### config.mk
export PLATFORM = sky130hd
export DESIGN_NAME = uart_tx_arbiter
export DESIGN_NICKNAME = d
export VERILOG_FILES = /design/src/rtl/uart_tx_arbiter.sv
export SDC_FILE = /design/constraint.sdc
export NUM_CORES = 1
export LEC_CHECK = 0
export BUFFER_PORTS_ARGS = -buffer_cell sky130_fd_sc_hd__buf_4
export CORE_MARGIN = 4
export CORE_UTILIZATION = 50
export CTS_CLUSTER_DIAMETER = 80
export DETAILED_ROUTE_END_ITERATION = 16
export PLACE_DENSITY = 0.74
export SETUP_SLACK_MARGIN = 0.15
export SLEW_MARGIN = 20
export SYNTH_ARGS = -nofsm -noshare
export SYNTH_HDL_FRONTEND = slang
export SYNTH_SLANG_ARGS = --single-unit
export TNS_END_PERCENT = 10
### constraint.sdc
create_clock -name clk -period 3.2 [get_ports clk]
set_input_delay 0.32 -clock clk [delete_from_list [all_inputs] [get_ports clk]]
set_output_delay 0.32 -clock clk [all_outputs]
set_load 0.01 [all_outputs]
### src/rtl/uart_tx_arbiter.sv
// Round-robin arbiter sharing one uart_tx serializer between NUM_REQ byte streams.
// A byte without req_last locks the grant to its channel until the packet ends or times out.
module uart_tx_arbiter #(
    parameter int NUM_REQ      = 3,
    parameter int LOCK_TIMEOUT = 1_000_000
) (
    input  logic                 clk,
    input  logic                 nrst,
    input  logic [NUM_REQ-1:0]   req_valid,
    input  logic [8*NUM_REQ-1:0] req_data,
    input  logic [NUM_REQ-1:0]   req_last,
    output logic [NUM_REQ-1:0]   req_ready,
    output logic [7:0]           tx_data,
    output logic                 tx_start,
    input  logic                 tx_busy,
    output logic [2:0]           grant_id,
    output logic                 locked,
    output logic                 lock_timeout_evt
);

    localparam int IDX_W = (NUM_REQ > 1) ? $clog2(NUM_REQ) : 1;
    localparam int CNT_W = (LOCK_TIMEOUT > 1) ? $clog2(LOCK_TIMEOUT) : 1;
    localparam logic [CNT_W-1:0] CNT_LAST = (LOCK_TIMEOUT > 0) ? CNT_W'(LOCK_TIMEOUT - 1) : '0;

    typedef enum logic [1:0] {IDLE, START, SETTLE, WAIT} state_t;

    state_t             state;
    state_t             state_nxt;
    logic [IDX_W-1:0]   rr_ptr;
    logic [IDX_W-1:0]   lock_ch;
    logic [IDX_W-1:0]   pick;
    logic [NUM_REQ-1:0] elig;
    logic               found;
    logic               accept;
    logic               tmo_run;
    logic               tmo_hit;
    logic [CNT_W-1:0]   tmo_cnt;

    assign elig = locked ? (req_valid & (NUM_REQ'(1) << lock_ch)) : req_valid;

    // First eligible channel at or after rr_ptr, wrapping modulo NUM_REQ.
    always_comb begin
        int idx;
        idx   = 0;
        found = 1'b0;
        pick  = '0;
        for (int k = 0; k < NUM_REQ; k++) begin
            idx = int'(rr_ptr) + k;
            if (idx >= NUM_REQ) begin
                idx = idx - NUM_REQ;
            end
            if (!found && elig[IDX_W'(idx)]) begin
                found = 1'b1;
                pick  = IDX_W'(idx);
            end
        end
    end

    assign accept    = nrst && (state == IDLE) && !tx_busy && found;
    assign req_ready = accept ? (NUM_REQ'(1) << pick) : '0;
    assign tmo_run   = (LOCK_TIMEOUT != 0) && locked && (state == IDLE) && !req_valid[lock_ch];
    assign tmo_hit   = tmo_run && (tmo_cnt == CNT_LAST);

    always_ff @(posedge clk or negedge nrst) begin
        if (!nrst) begin
            state <= IDLE;
        end else begin
            state <= state_nxt;
        end
    end

    // SETTLE skips one cycle so uart_tx has time to raise tx_busy.
    always_comb begin
        state_nxt = state;
        case (state)
            IDLE:    if (accept) state_nxt = START;
            START:   state_nxt = SETTLE;
            SETTLE:  state_nxt = WAIT;
            WAIT:    if (!tx_busy) state_nxt = IDLE;
            default: state_nxt = IDLE;
        endcase
    end

    always_ff @(posedge clk or negedge nrst) begin
        if (!nrst) begin
            tx_data          <= '0;
            tx_start         <= 1'b0;
            grant_id         <= '0;
            locked           <= 1'b0;
            lock_ch          <= '0;
            lock_timeout_evt <= 1'b0;
            rr_ptr           <= '0;
            tmo_cnt          <= '0;
        end else begin
            tx_start         <= accept;
            lock_timeout_evt <= 1'b0;
            if (accept) begin
                tx_data  <= req_data[{pick, 3'b000} +: 8];
                grant_id <= 3'(pick);
                rr_ptr   <= (pick == IDX_W'(NUM_REQ - 1)) ? '0 : pick + IDX_W'(1);
                locked   <= !req_last[pick];
                if (!req_last[pick]) begin
                    lock_ch <= pick;
                end
                tmo_cnt  <= '0;
            end else if (tmo_hit) begin
                locked           <= 1'b0;
                lock_timeout_evt <= 1'b1;
                tmo_cnt          <= '0;
            end else if (tmo_run) begin
                tmo_cnt <= tmo_cnt + CNT_W'(1);
            end
        end
    end

endmodule

[Yosys cells after proc, flatten, opt, wreduce, memory -nomap -nowiden]
Cells that the tools add are included.
Operators by class
  $add $sub $neg: 7
  $lt $le $gt $ge: 8
  equality and inequality tests: 7
  shift operators: 3
  muxes and demuxes: 35
  bitwise operators: 2
  reductions and logical operators: 18
Operators with widths (number)
  $mux W20: 3
  $shiftx A24 B6 Y8: 1
  $add A20 B1 Y20 const B: 1
  $eq A20 B20 Y1 const B: 1
  $mux W2: 9
  $mux W1: 15
  $lt A2 B4 Y1 const B: 3
  $bmux W1 S2: 5
  $logic_and A1 B1 Y1: 8
  $pmux W2 S4: 1
  $eq A2 B2 Y1 const B: 3
  $ge A3 B2 Y1 const B: 2
  $lt A2 B3 Y1 const B: 2
  $mux W3: 2
  $shl A1 B2 Y3 const A: 2
  $sub A2 B2 Y2 const B: 3
  $logic_not A1 Y1: 5
  $ne A2 B2 Y1 const B: 2
  $reduce_and A2 Y1: 2
  $add A2 B1 Y3 const B: 1
  $add A2 B2 Y3 const B: 1
  $and A3 B3 Y3: 1
  $reduce_bool A3 Y1: 1
  $add A2 B1 Y2 const B: 1
  other kinds (5): 5
Word-level totals
  register bits after elaboration: 39
  input port bits: 33
  output and inout port bits: 17
  word-level logic and storage cells: 89

[Longest topological paths before layout]
Gate-level depths: netlist (run 1).
  depth after elaboration: 17
  depth in mapped cells: 11
  gate-level depth less buffers: 9

[Least setup slack after synthesis (run 1)]
OpenSTA, ideal clock, no wires.
  path kind: flip-flop to flip-flop
  start: register rr_ptr[0]
  end: register lock_ch[1]
  setup time: 0.128 ns
  arrival time: 2.005 ns
  required time: 3.072 ns
  path slack: 1.067 ns
  stages on the path, launching flop included: 10
  buffers on the path: 1
  period minus slack after synthesis: 2.133 ns
  cell sequence: dfrtp_1 -> inv_1 -> ha_1 -> and3_1 -> a211oi_1 -> and4_1 -> clkbuf_1 -> nor2b_1 -> o21ai_1 -> mux2_1
On the way
  word-level cells in the longest chain between the ends: 16
  elaborated cells between the ends (all ways): 35
  those cells by class: add/sub: 5; order compare: 3; mux: 20; bitwise: 1; reduce/logical: 6
Ends and longest elaborated chain
  from (decl): line 29  | logic [IDX_W-1:0] rr_ptr;
  from (signal assigned): line 100  | rr_ptr <= (pick == IDX_W'(NUM_REQ - 1)) ? '0 : pick + IDX_W'(1);
  parallel branches: the longest is 16 deep, another holds $add A2 B1 Y3
  to (signal assigned): line 103  | lock_ch <= pick;
  to (decl): line 30  | logic [IDX_W-1:0] lock_ch;
Parallel ways; which one is timed is not known. The select of a mux whose other input is x is not followed.
A chain may end at the register's enable or synchronous reset.

[Final worst setup path (run 1)]
  start: register rr_ptr[0]
  end: output req_ready[1]
On the way
  word-level cells in the longest chain between the ends: 14
  elaborated cells between the ends (all ways): 33
  those cells by class: add/sub: 5; order compare: 3; shift: 1; mux: 19; reduce/logical: 5
Ends and longest elaborated chain
  parallel branches: the longest is 13 deep, another holds $add A2 B1 Y3
  $mux W3 (*): line 60  | assign req_ready = accept ? (NUM_REQ'(1) << pick) : '0;
  to (decl): line 12  | output logic [NUM_REQ-1:0] req_ready,
Every way passes the cells marked *. The select of a mux whose other input is x is not followed.

==> results of run 1 <==
==> cells in the mapped netlist (all sizes together) (6+ instances only) <==
master | instances | area share (%)
inv | 10 | 1.6
and3 | 7 | 1.9
and2 | 7 | 1.9
a31oi | 7 | 1.9
nand2 | 27 | 4.4
a21oi | 6 | 1.5
a22oi | 10 | 3.5
dfrtp | 39 | 42
nand3 | 10 | 2.2
nor2 | 30 | 4.9
xor2 | 6 | 2.3
ha | 7 | 3.8
o21ai | 7 | 1.5
a21o | 6 | 2.0
buf | 7 | 1.7
==> per-layer routing <==
| metal | routed length, um | global-route usage [%] | vias up |
|---|---|---|---|
| met2 | 2305 | 32.41 | 72 |
| met4 | 79 | 6.796 | 0 |
| met3 | 443 | 6.992 | 7 |
| met1 | 2303 | 25.37 | 944 |
| met5 | 0 | 0 | - |
| li1 | - | - | 1009 |
==> layout make-up <==
type                    count  area share [%]
multi-input cells         190           43.71
flip-flops and latches     39           34.79
repair buffers             51           13.65
clock buffers               6           2.944
well taps                  52           2.319
inverters                  10           1.338
clock inverters             2           1.249
==> through the flow <==
stage | util (%) | total power, mW | std cells
floorplan | - | 1.335 | 251
global placement | 60.88 | 1.595 | 342
detailed placement | 60.88 | 1.608 | 342
CTS | 63.55 | 2.043 | 350
global route | 63.55 | 2.192 | 350
finish | 63.55 | 2.023 | 350
==> registers in the layout (all words and copies together) (netlist names) <==
name / count
tx_data: 8
lock_ch: 2
lock_timeout_evt: 1
grant_id: 2
tx_start: 1
rr_ptr: 2
tmo_cnt: 20
locked: 1
state: 2
==> cell families (layout without fill, tap and decap cells) <==
group / after synthesis / count (layout)
buffers and inverters: 22 / 69
muxes: 8 / 8
adders and majority gates: 7 / 7
DFF: 39 / 39
other: 1 / 1
AOI/OAI and AO/OA: 62 / 62
and+or+nand+nor: 105 / 105
xor gates and xnor gates: 7 / 7
==> power by group through the flow <==
stage          clock, mW  combinational, mW  sequential [mW]
3_3_place_gp           0              0.861            0.734
6_report           0.427              0.863            0.732
2_1_floorplan          0              0.593            0.742
4_1_cts            0.440              0.872            0.731
5_1_grt            0.459              0.981            0.752
3_5_place_dp           0              0.869            0.739
==> worst max path at each step <==
stage / cells past startpoint / endpoint
final: 7 / req_ready[1]
after global routing: 7 / req_ready[1]
after CTS: 8 / req_ready[1]
after detailed placement: 8 / lock_ch[1]
after global placement: 8 / lock_ch[1]
after floorplan: 9 / lock_ch[1]
==> cells in the final DEF, fill, tap and decap left out, types with 7 or more instances in the layout <==
cell and n:
sky130_fd_sc_hd__buf_4 51, sky130_fd_sc_hd__a31oi_1 7, sky130_fd_sc_hd__dfrtp_1 39, sky130_fd_sc_hd__inv_1 9, sky130_fd_sc_hd__and2_1 7, sky130_fd_sc_hd__and3_1 7
sky130_fd_sc_hd__nand2_1 27, sky130_fd_sc_hd__a22oi_1 9, sky130_fd_sc_hd__ha_1 7, sky130_fd_sc_hd__nand3_1 10, sky130_fd_sc_hd__nor2_1 30
==> worst max-delay path, stage by stage, from the launching register on <==
cell and delay, ns:
sky130_fd_sc_hd__dfrtp_1 0.38, sky130_fd_sc_hd__inv_1 0.05, sky130_fd_sc_hd__ha_1 0.37, sky130_fd_sc_hd__and3_1 0.20
sky130_fd_sc_hd__a211oi_1 0.23, sky130_fd_sc_hd__and4_1 0.54, sky130_fd_sc_hd__and2_1 0.25, sky130_fd_sc_hd__buf_4 0.14
==> impl_metrics.env, run 1 <==
export IMPL_worst_r2r_setup_slack_ns=0.63
export IMPL_synth_fa_ha_area_share_pct=3.808
export IMPL_clkSlewWorstSetupHoldPaths_ns=0.08
export IMPL_combinational_family_with_the_most_area_after_synthesis="simple AND/OR/NAND/NOR gates"
export IMPL_synth_cell_area_um2=2300
export IMPL_place_hpwl_um=3696
export IMPL_postSynthAreaPerCell_um2=9.162
export IMPL_tightest_slew_ns=0.7579
export IMPL_drv_cap=0
export IMPL_fin_area_um2=2805
export IMPL_report_final_slew_viol_count=0
export IMPL_cts_tree="done"
export IMPL_drcViolationCount=0
export IMPL_fin_crit_ns=2.770
export IMPL_pwr_density_cell_nw_per_um2=721.0
export IMPL_critical_path_arrival_ns=2.45
export IMPL_root_buffer="sky130_fd_sc_hd__clkbuf_8"
export IMPL_async_flop_share_pct=100.0
export IMPL_globalplace_congestion=0.8626
export IMPL_synth_xor_xnor_area_share_pct=2.666
export IMPL_portion_of_the_post_synthesis_area_used_by_sequential_elements_pct=42.44
export IMPL_worstPathRequired_ns=2.88
export IMPL_synth_compound_area_share_pct=20.08
export IMPL_grt_util_all_layers_pct=20.20
export IMPL_clockBufferDepth=2
export IMPL_areaGrowthSynthToFinish_pct=21.98
export IMPL_clkSinkCount=39
export IMPL_number_of_standard_cell_rows_in_the_floorplan=24
export IMPL_number_of_enable_flip_flop_cells_after_synthesis=0
export IMPL_cts_buffers=5
export IMPL_yosysWarningCount=0
export IMPL_finalHoldWorstSlack_ns=0.06602
export IMPL_total_of_buffers_placed_on_input_and_output_ports=48
export IMPL_avgViaCountPerCell=5.806
export IMPL_ys_ff_latch=39
export IMPL_synthesis_instances=251
export IMPL_finalWirelength_um=5131
export IMPL_power_leakage_nw=1.368
export IMPL_cts_hold_fix_buffers=0
export IMPL_cellInternalPower_mw=1.263
export IMPL_worst_clock_skew_ns=0.01268
export IMPL_num_antenna_cells=0
export IMPL_antenna_found_initial=0
export IMPL_ff_latch_area_um2=975.9
export IMPL_multi_input_comb_area_um2=1226
export IMPL_start_kind="flip-flop"
export IMPL_dieHeight_um=75.82
export IMPL_cts_resized=0
export IMPL_fraction_of_power_consumed_by_sequential_logic_pct=36.2
export IMPL_crit_type="flip-flop to output port"
export IMPL_post_synth_and_or_nand_nor_area_fraction_pct=22.96
export IMPL_timing_hold_worst_class="input port to asynchronous set/reset pin"
export IMPL_swShare_pct=37.57
export IMPL_switching_power_mw=0.7598
export IMPL_global_route_wire_length_before_repair_um=8880
export IMPL_floorplan_die_area_um2=5749
export IMPL_grt_setup_unrepaired="false"
export IMPL_final_layout_size_suffix_gt1_share_pct=22.82
export IMPL_worst_path_max_fanout=15
export IMPL_placeableCoreArea_um2=4414
export IMPL_drt_initial_drc_count=151
export IMPL_most_instantiated_flip_flop_cell_in_the_synthesis_netlist="sky130_fd_sc_hd__dfrtp_1"
export IMPL_wl_per_cell_um=14.66
export IMPL_final_critical_path_setup_slack_ns=0.4296
export IMPL_vias=2032
export IMPL_synthMuxAreaShare_pct=3.645
export IMPL_firstDrtPassIters=4
export IMPL_ioPinCount=50
export IMPL_overflow_after_grt=0
export IMPL_reg2reg_from="rr_ptr[0]"
export IMPL_synth_lib_cells_used_distinct=56
export IMPL_min_period_over_period_pct=86.57
export IMPL_clock_power_share_pct=21.1
export IMPL_die_width_um=75.82
export IMPL_fill_cell_instance_count_of_the_final_layout=387
export IMPL_antenna_left=0
export IMPL_worst_setup_path_end_kind="output port"
export IMPL_run_status="complete, no violations"
export IMPL_numnets_final=337
export IMPL_r2r_end="lock_ch[1]"
export IMPL_initial_core_util_pct=52.10
export IMPL_synth_net_count=291
export IMPL_detailedPlace_worstSlack_ns=0.6806
export IMPL_grt_max_degree=40
export IMPL_max_freq_mhz=361.0
export IMPL_dpl_cell_area_um2=2688
export IMPL_setup_total_negative_slack_ns=0
export IMPL_irDropWorstVdd_mv=0.4335
export IMPL_power_frac_comb_pct=42.7
export IMPL_finalHoldViolCount=0
export IMPL_grt_pass1_vias=1975
export IMPL_clkLatencyLatePin_ns=0.30
export IMPL_worst_r2r_cell_count=8
export IMPL_post_cts_setup_buffer_count=0
export IMPL_critPathLaunch="rr_ptr[0]"
export IMPL_number_of_h_tree_levels=2
export IMPL_worst_slew_margin_rel_pct=49.42
export IMPL_setup_viol=0
(Power assumes the default switching activity.)
==> inputs of run 2 (changes only) <==
ABC_AREA = 1   (was not set)
PLACE_DENSITY = 0.73   (was 0.74)
==> impl_metrics.env, run 2 <==
export IMPL_mostFrequentLayoutCells="sky130_fd_sc_hd__nand2_1 (107), sky130_fd_sc_hd__buf_4 (49), sky130_fd_sc_hd__dfrtp_1 (39)"
export IMPL_critical_path_slowest_cell="sky130_fd_sc_hd__dfrtp_1"
export IMPL_min_period_over_period_pct=84.79
export IMPL_initial_core_util_pct=53.31
export IMPL_synth_top_cells_by_area="sky130_fd_sc_hd__dfrtp_1 (38%), sky130_fd_sc_hd__nand2_1 (15%), sky130_fd_sc_hd__nand3_1 (6.3%), sky130_fd_sc_hd__inv_1 (4.0%), sky130_fd_sc_hd__nor2_1 (4.0%)"
export IMPL_power_leakage_nw=1.543
export IMPL_placeableCoreArea_um2=4880
export IMPL_setup_viol=0
export IMPL_finish_utilization_pct=63.92
export IMPL_antenna_found_initial=0
export IMPL_yosysWarningCount=0
export IMPL_worst_r2r_setup_slack_ns=0.90
export IMPL_start_kind="flip-flop"
export IMPL_fin_crit_ns=2.713
export IMPL_globalRouteMet2Util_pct=33.69
export IMPL_finalHoldViolCount=0
export IMPL_synthesis_instances=346
export IMPL_antenna_left=0
export IMPL_clockBufferDepth=2
export IMPL_dpl_cell_area_um2=2982
export IMPL_grt_pass1_vias=2302
export IMPL_report_final_slew_viol_count=0
export IMPL_finalWirelength_um=6106
export IMPL_ys_ff_latch=39
export IMPL_globalplace_congestion=0.9496
export IMPL_worst_path_max_fanout=12
export IMPL_synth_cell_area_um2=2601
export IMPL_floorplan_die_area_um2=6421
export IMPL_yosys_top_cells_count="sky130_fd_sc_hd__nand2_1 (107), sky130_fd_sc_hd__dfrtp_1 (39), sky130_fd_sc_hd__nand3_1 (33), sky130_fd_sc_hd__inv_1 (28), sky130_fd_sc_hd__nor2_1 (28)"
export IMPL_run_status="complete, no violations"
export IMPL_most_instantiated_flip_flop_cell_in_the_synthesis_netlist="sky130_fd_sc_hd__dfrtp_1"
export IMPL_grt_use_met3_pct=4.372
export IMPL_most_area_hungry_cell_type_in_the_yosys_netlist="sky130_fd_sc_hd__dfrtp_1"
export IMPL_avgViaCountPerCell=5.242
export IMPL_num_antenna_cells=0
export IMPL_critical_path_cell_list="inv_1 -> ha_1 -> inv_1 -> nand3_1 -> nand3_1 -> nand2_1 -> nand2_1 -> nand2_1 -> nand2_2 -> nand2_2 -> inv_2 -> nand2_1 -> inv_1 -> buf_4"
export IMPL_clkSlewWorstSetupHoldPaths_ns=0.08
export IMPL_number_of_enable_flip_flop_cells_after_synthesis=0
export IMPL_postSynthAreaPerCell_um2=7.518
export IMPL_delay_of_the_slowest_critical_path_stage_ns=0.35
export IMPL_crit_type="flip-flop to output port"
export IMPL_clkSinkCount=39
export IMPL_worst_clock_skew_ns=0.006642
export IMPL_portion_of_the_post_synthesis_area_used_by_sequential_elements_pct=37.52
export IMPL_dieHeight_um=80.13
export IMPL_drcViolationCount=0
export IMPL_worst_path_dominant_cell_family="simple AND/OR/NAND/NOR gates"
export IMPL_critPathBufInv=5
export IMPL_grt_util_all_layers_pct=20.84
export IMPL_areaGrowthSynthToFinish_pct=19.91
export IMPL_reg2reg_from="rr_ptr[0]"
export IMPL_async_flop_share_pct=100.0
export IMPL_drv_cap=0
export IMPL_clkLatencyLatePin_ns=0.29
export IMPL_overflow_after_grt=0
export IMPL_largest_register="tmo_cnt"
export IMPL_cts_tree="done"
export IMPL_power_mw=2.765
export IMPL_largest_reg_flops=20
export IMPL_die_width_um=80.13
export IMPL_r2r_end="tmo_cnt[10]"
export IMPL_final_layout_size_suffix_gt1_share_pct=23.54
export IMPL_grt_setup_unrepaired="false"
export IMPL_crit_top_cell="sky130_fd_sc_hd__nand2_1"
export IMPL_multi_input_comb_area_um2=1421
export IMPL_global_route_wire_length_before_repair_um=10600
export IMPL_grt_max_degree=40
export IMPL_vias=2422
export IMPL_synth_net_count=386
export IMPL_ff_latch_area_um2=975.9
export IMPL_pwr_density_cell_nw_per_um2=886.5
export IMPL_firstDrtPassIters=4
export IMPL_wl_per_cell_um=13.22
export IMPL_total_of_buffers_placed_on_input_and_output_ports=48
export IMPL_gr_max_usage_layer="met2"
export IMPL_max_freq_mhz=368.6
export IMPL_place_hpwl_um=4615
export IMPL_number_of_standard_cell_rows_in_the_floorplan=25
export IMPL_most_used_standard_cell_by_instance_count_after_synthesis="sky130_fd_sc_hd__nand2_1"
export IMPL_cts_buffers=5
export IMPL_ioPinCount=50
export IMPL_numnets_final=434
export IMPL_drt_initial_drc_count=166
export IMPL_fill_cell_instance_count_of_the_final_layout=468
export IMPL_critical_path_arrival_ns=2.39
export IMPL_worst_setup_path_end_kind="output port"
export IMPL_detailedPlace_worstSlack_ns=0.6684
export IMPL_timing_hold_worst_class="input port to asynchronous set/reset pin"
export IMPL_final_common_cell="sky130_fd_sc_hd__nand2_1"
export IMPL_worst_r2r_cell_count=11
export IMPL_root_buffer="sky130_fd_sc_hd__clkbuf_8"
export IMPL_final_critical_path_setup_slack_ns=0.4867
export IMPL_fin_area_um2=3119
export IMPL_irDropWorstVdd_mv=0.4822
export IMPL_use_met1_pct=28.74
export IMPL_number_of_h_tree_levels=2
export IMPL_yosysTopAreaCellShare_pct=37.52
export IMPL_worstPathRequired_ns=2.88
export IMPL_synth_lib_cells_used_distinct=36
export IMPL_setup_total_negative_slack_ns=0
export IMPL_top_regs="tmo_cnt: 20 flops, tx_data: 8 flops"
## run 2: changes by cell type in the layout (fill, tap and decap cells not counted), sizes merged, moves of 7 or more
cell	change
a22oi	-10
a31oi	-7
and2	-7
inv	+24
nand2	+95
nand3	+28
nand4	+9
o21ai	+7
## run 2: cells by family (layout without fill, tap and decap cells)
| kind of cell | Yosys count | after routing | synth area share, % |
|---|---|---|---|
| other | 1 | 1 | 0.1442 |
| buffers and inverters | 42 | 91 | 8.032 |
| adder cells (fa/ha/maj) | 7 | 7 | 3.367 |
| XOR/XNOR | 8 | 8 | 2.694 |
| AO/OA/AOI/OAI | 30 | 30 | 6.975 |
| flip-flops | 39 | 39 | 37.52 |
| AND/OR/NAND/NOR | 219 | 219 | 41.27 |
## run 2: report_power, final
part	internal, mW	switching [mW]	leakage, nW
logic	0.500	1.01	0.964
clock network	0.312	0.168	0.0654
registers	0.651	0.126	0.514
total	1.46	1.30	1.54
## run 2: timing repair
item	4_1_cts	5_1_grt
hold buffers	0	0
setup buffers	0	0
resized for setup	0	1
hold endpoints to repair	0	0
endpoints found under the setup margin	0	1
## run 2: how the worst max path moves through the flow
stage	to	startpoint	slack (ns)	cells after the start
4_1_cts	req_ready[2]	rr_ptr[0]	0.33	11
3_3_place_gp	req_ready[2]	rr_ptr[0]	0.76	11
3_5_place_dp	req_ready[2]	rr_ptr[0]	0.67	11
5_1_grt	req_ready[0]	rr_ptr[0]	0.33	14
2_1_floorplan	req_ready[0]	rr_ptr[0]	1.21	12
6_report	req_ready[0]	rr_ptr[0]	0.49	14
## run 2: stage by stage
step           hold slack (ns)  cells
2_1_floorplan          0.02441    346
3_3_place_gp            0.4149    454
3_5_place_dp            0.4138    454
4_1_cts                 0.1003    462
5_1_grt                 0.1309    462
6_report               0.08097    462
## run 2: cell type report
cell class              instances  area share (%)
flip-flops and latches         39           31.29
clock inverters                 2           1.925
multi-input cells             265           45.57
clock buffers                   6           2.327
inverters                      34           4.412
well taps                      67           2.688
repair buffers                 49           11.79
## run 2: per-layer routing
layer	routed length (um)	vias to the layer above
met5	0	-
met4	46	0
met3	374	4
met2	2864	63
met1	2821	1128
li1	-	1227
==> inputs of run 3 (changes only) <==
PLACE_DENSITY = 0.76   (was 0.73)
clock period = 2.35 ns   (was 3.2 ns; I/O delays follow)
==> impl_metrics.env, run 3 (synthesis gave the netlist of run 2 again) <==
export IMPL_firstDrtPassIters=5
export IMPL_finalWirelength_um=6839
export IMPL_drcViolationCount=0
export IMPL_avgViaCountPerCell=5.368
export IMPL_clockBufferDepth=2
export IMPL_run_status="finished, violations left"
export IMPL_clkSlewWorstSetupHoldPaths_ns=0.08
export IMPL_final_layout_size_suffix_gt1_share_pct=32.46
export IMPL_clkLatencyLatePin_ns=0.29
export IMPL_initial_core_util_pct=53.31
export IMPL_worstPathRequired_ns=2.12
export IMPL_power_mw=4.193
export IMPL_root_buffer="sky130_fd_sc_hd__clkbuf_8"
export IMPL_dieHeight_um=80.13
export IMPL_fin_crit_ns=2.279
export IMPL_finalHoldViolCount=10
export IMPL_power_leakage_nw=1.671
export IMPL_grt_max_degree=40
export IMPL_areaGrowthSynthToFinish_pct=30.40
export IMPL_mostFrequentLayoutCells="sky130_fd_sc_hd__nand2_1 (101), sky130_fd_sc_hd__buf_4 (70), sky130_fd_sc_hd__dfrtp_1 (39)"
export IMPL_grt_util_all_layers_pct=22.08
export IMPL_wl_per_cell_um=14.07
export IMPL_report_final_slew_viol_count=0
export IMPL_drv_cap=0
export IMPL_worst_r2r_setup_slack_ns=0.15
export IMPL_critical_path_arrival_ns=2.04
export IMPL_final_common_cell="sky130_fd_sc_hd__nand2_1"
export IMPL_number_of_standard_cell_rows_in_the_floorplan=25
export IMPL_reg2reg_from="rr_ptr[0]"
export IMPL_min_period_over_period_pct=97.00
export IMPL_numnets_final=458
export IMPL_pwr_density_cell_nw_per_um2=1236
export IMPL_grt_setup_unrepaired="true"
export IMPL_finalHoldWorstSlack_ns=-0.004771
export IMPL_grt_pass1_vias=2489
export IMPL_r2r_end="rr_ptr[0]"
export IMPL_irDropWorstVdd_mv=0.6878
export IMPL_worst_path_max_fanout=6
export IMPL_worst_clock_skew_ns=0.008085
export IMPL_final_critical_path_setup_slack_ns=0.07058
export IMPL_timing_hold_worst_class="input port to asynchronous set/reset pin"
export IMPL_num_antenna_cells=0
export IMPL_largest_reg_flops=20
export IMPL_top_regs="tmo_cnt: 20 flops, tx_data: 8 flops"
export IMPL_placeableCoreArea_um2=4880
export IMPL_max_freq_mhz=438.7
export IMPL_clkSinkCount=39
export IMPL_drt_initial_drc_count=238
export IMPL_die_width_um=80.13
export IMPL_ioPinCount=50
export IMPL_fill_cell_instance_count_of_the_final_layout=393
export IMPL_cts_tree="done"
export IMPL_vias=2609
export IMPL_crit_type="flip-flop to output port"
export IMPL_start_kind="flip-flop"
export IMPL_antenna_left=0
export IMPL_cts_buffers=5
export IMPL_worst_setup_path_end_kind="output port"
export IMPL_global_route_wire_length_before_repair_um=11250
export IMPL_globalplace_congestion=0.9285
export IMPL_worst_r2r_cell_count=17
export IMPL_place_hpwl_um=4795
export IMPL_floorplan_die_area_um2=6421
export IMPL_largest_register="tmo_cnt"
export IMPL_antenna_found_initial=0
export IMPL_overflow_after_grt=0
export IMPL_failing_checks="negative hold slack"
export IMPL_number_of_h_tree_levels=2
export IMPL_detailedPlace_worstSlack_ns=0.09720
export IMPL_setup_viol=0
export IMPL_total_of_buffers_placed_on_input_and_output_ports=48
[run 3: stage by stage]
stage | cell area, um^2 | cells | utilization (%) | hold slack (ns) | setup TNS, ns
2_1_floorplan | 2601 | 346 | - | -0.06059 | 0
3_3_place_gp | 3027 | 460 | 62.03 | 0.3284 | 0
3_5_place_dp | 3027 | 460 | 62.03 | 0.3313 | 0
4_1_cts | 3273 | 480 | 67.08 | 0.01391 | 0
5_1_grt | 3392 | 486 | 69.51 | 0.03184 | -0.08973
6_report | 3392 | 486 | 69.51 | -0.004771 | 0
[run 3: per-layer routing]
metal  global-route usage (%)  wire (um)
met5                        0          0
met4                    7.095        107
met1                    29.35       2989
met3                    5.269        463
met2                    35.43       3277
[run 3: what timing repair did]
action	CTS	global route
pin swaps	11	12
hold buffers	0	0
buffers inserted	12	6
setup endpoints to repair	8	8
gates resized for setup	20	19
[run 3: worst max path at each step]
stage	startpoint	end	slack, ns
final	rr_ptr[0]	req_ready[0]	0.07
after global routing	rr_ptr[0]	req_ready[0]	-0.04
after CTS	rr_ptr[0]	req_ready[0]	0.11
after detailed placement	rr_ptr[0]	req_ready[0]	0.1
after global placement	rr_ptr[0]	req_ready[0]	0.21
after floorplan	rr_ptr[0]	req_ready[0]	0.44
[run 3: critical path: stages (launching register included)]
cell and delay, ns:
sky130_fd_sc_hd__dfrtp_1 0.42, sky130_fd_sc_hd__inv_2 0.08, sky130_fd_sc_hd__ha_4 0.27, sky130_fd_sc_hd__inv_4 0.09, sky130_fd_sc_hd__nand3_4 0.10, sky130_fd_sc_hd__nand3_4 0.08, sky130_fd_sc_hd__nand2_4 0.07, sky130_fd_sc_hd__nand2_4 0.08
sky130_fd_sc_hd__nand2_2 0.05, sky130_fd_sc_hd__nand2_2 0.08, sky130_fd_sc_hd__nand2_4 0.09, sky130_fd_sc_hd__nor2_4 0.13, sky130_fd_sc_hd__nand2_2 0.07, sky130_fd_sc_hd__inv_2 0.06, sky130_fd_sc_hd__buf_6 0.09
[run 3: final cells by class]
class	instances	area [um^2]	area share (%)
clock inverter	2	12.51	0.3689
inverter	34	150.1	4.426
timing repair buffer	73	559.3	16.49
clock buffer	6	72.57	2.139
tap	67	83.83	2.471
multi-input combinational	265	1538	45.33
sequential	39	975.9	28.77
[run 3: where the power goes]
part / switching, mW / total [mW] / internal [mW]
clock network: 0.238 / 0.445 / 0.207
logic: 1.59 / 2.68 / 1.09
registers: 0.186 / 1.07 / 0.885
total: 2.01 / 4.19 / 2.18
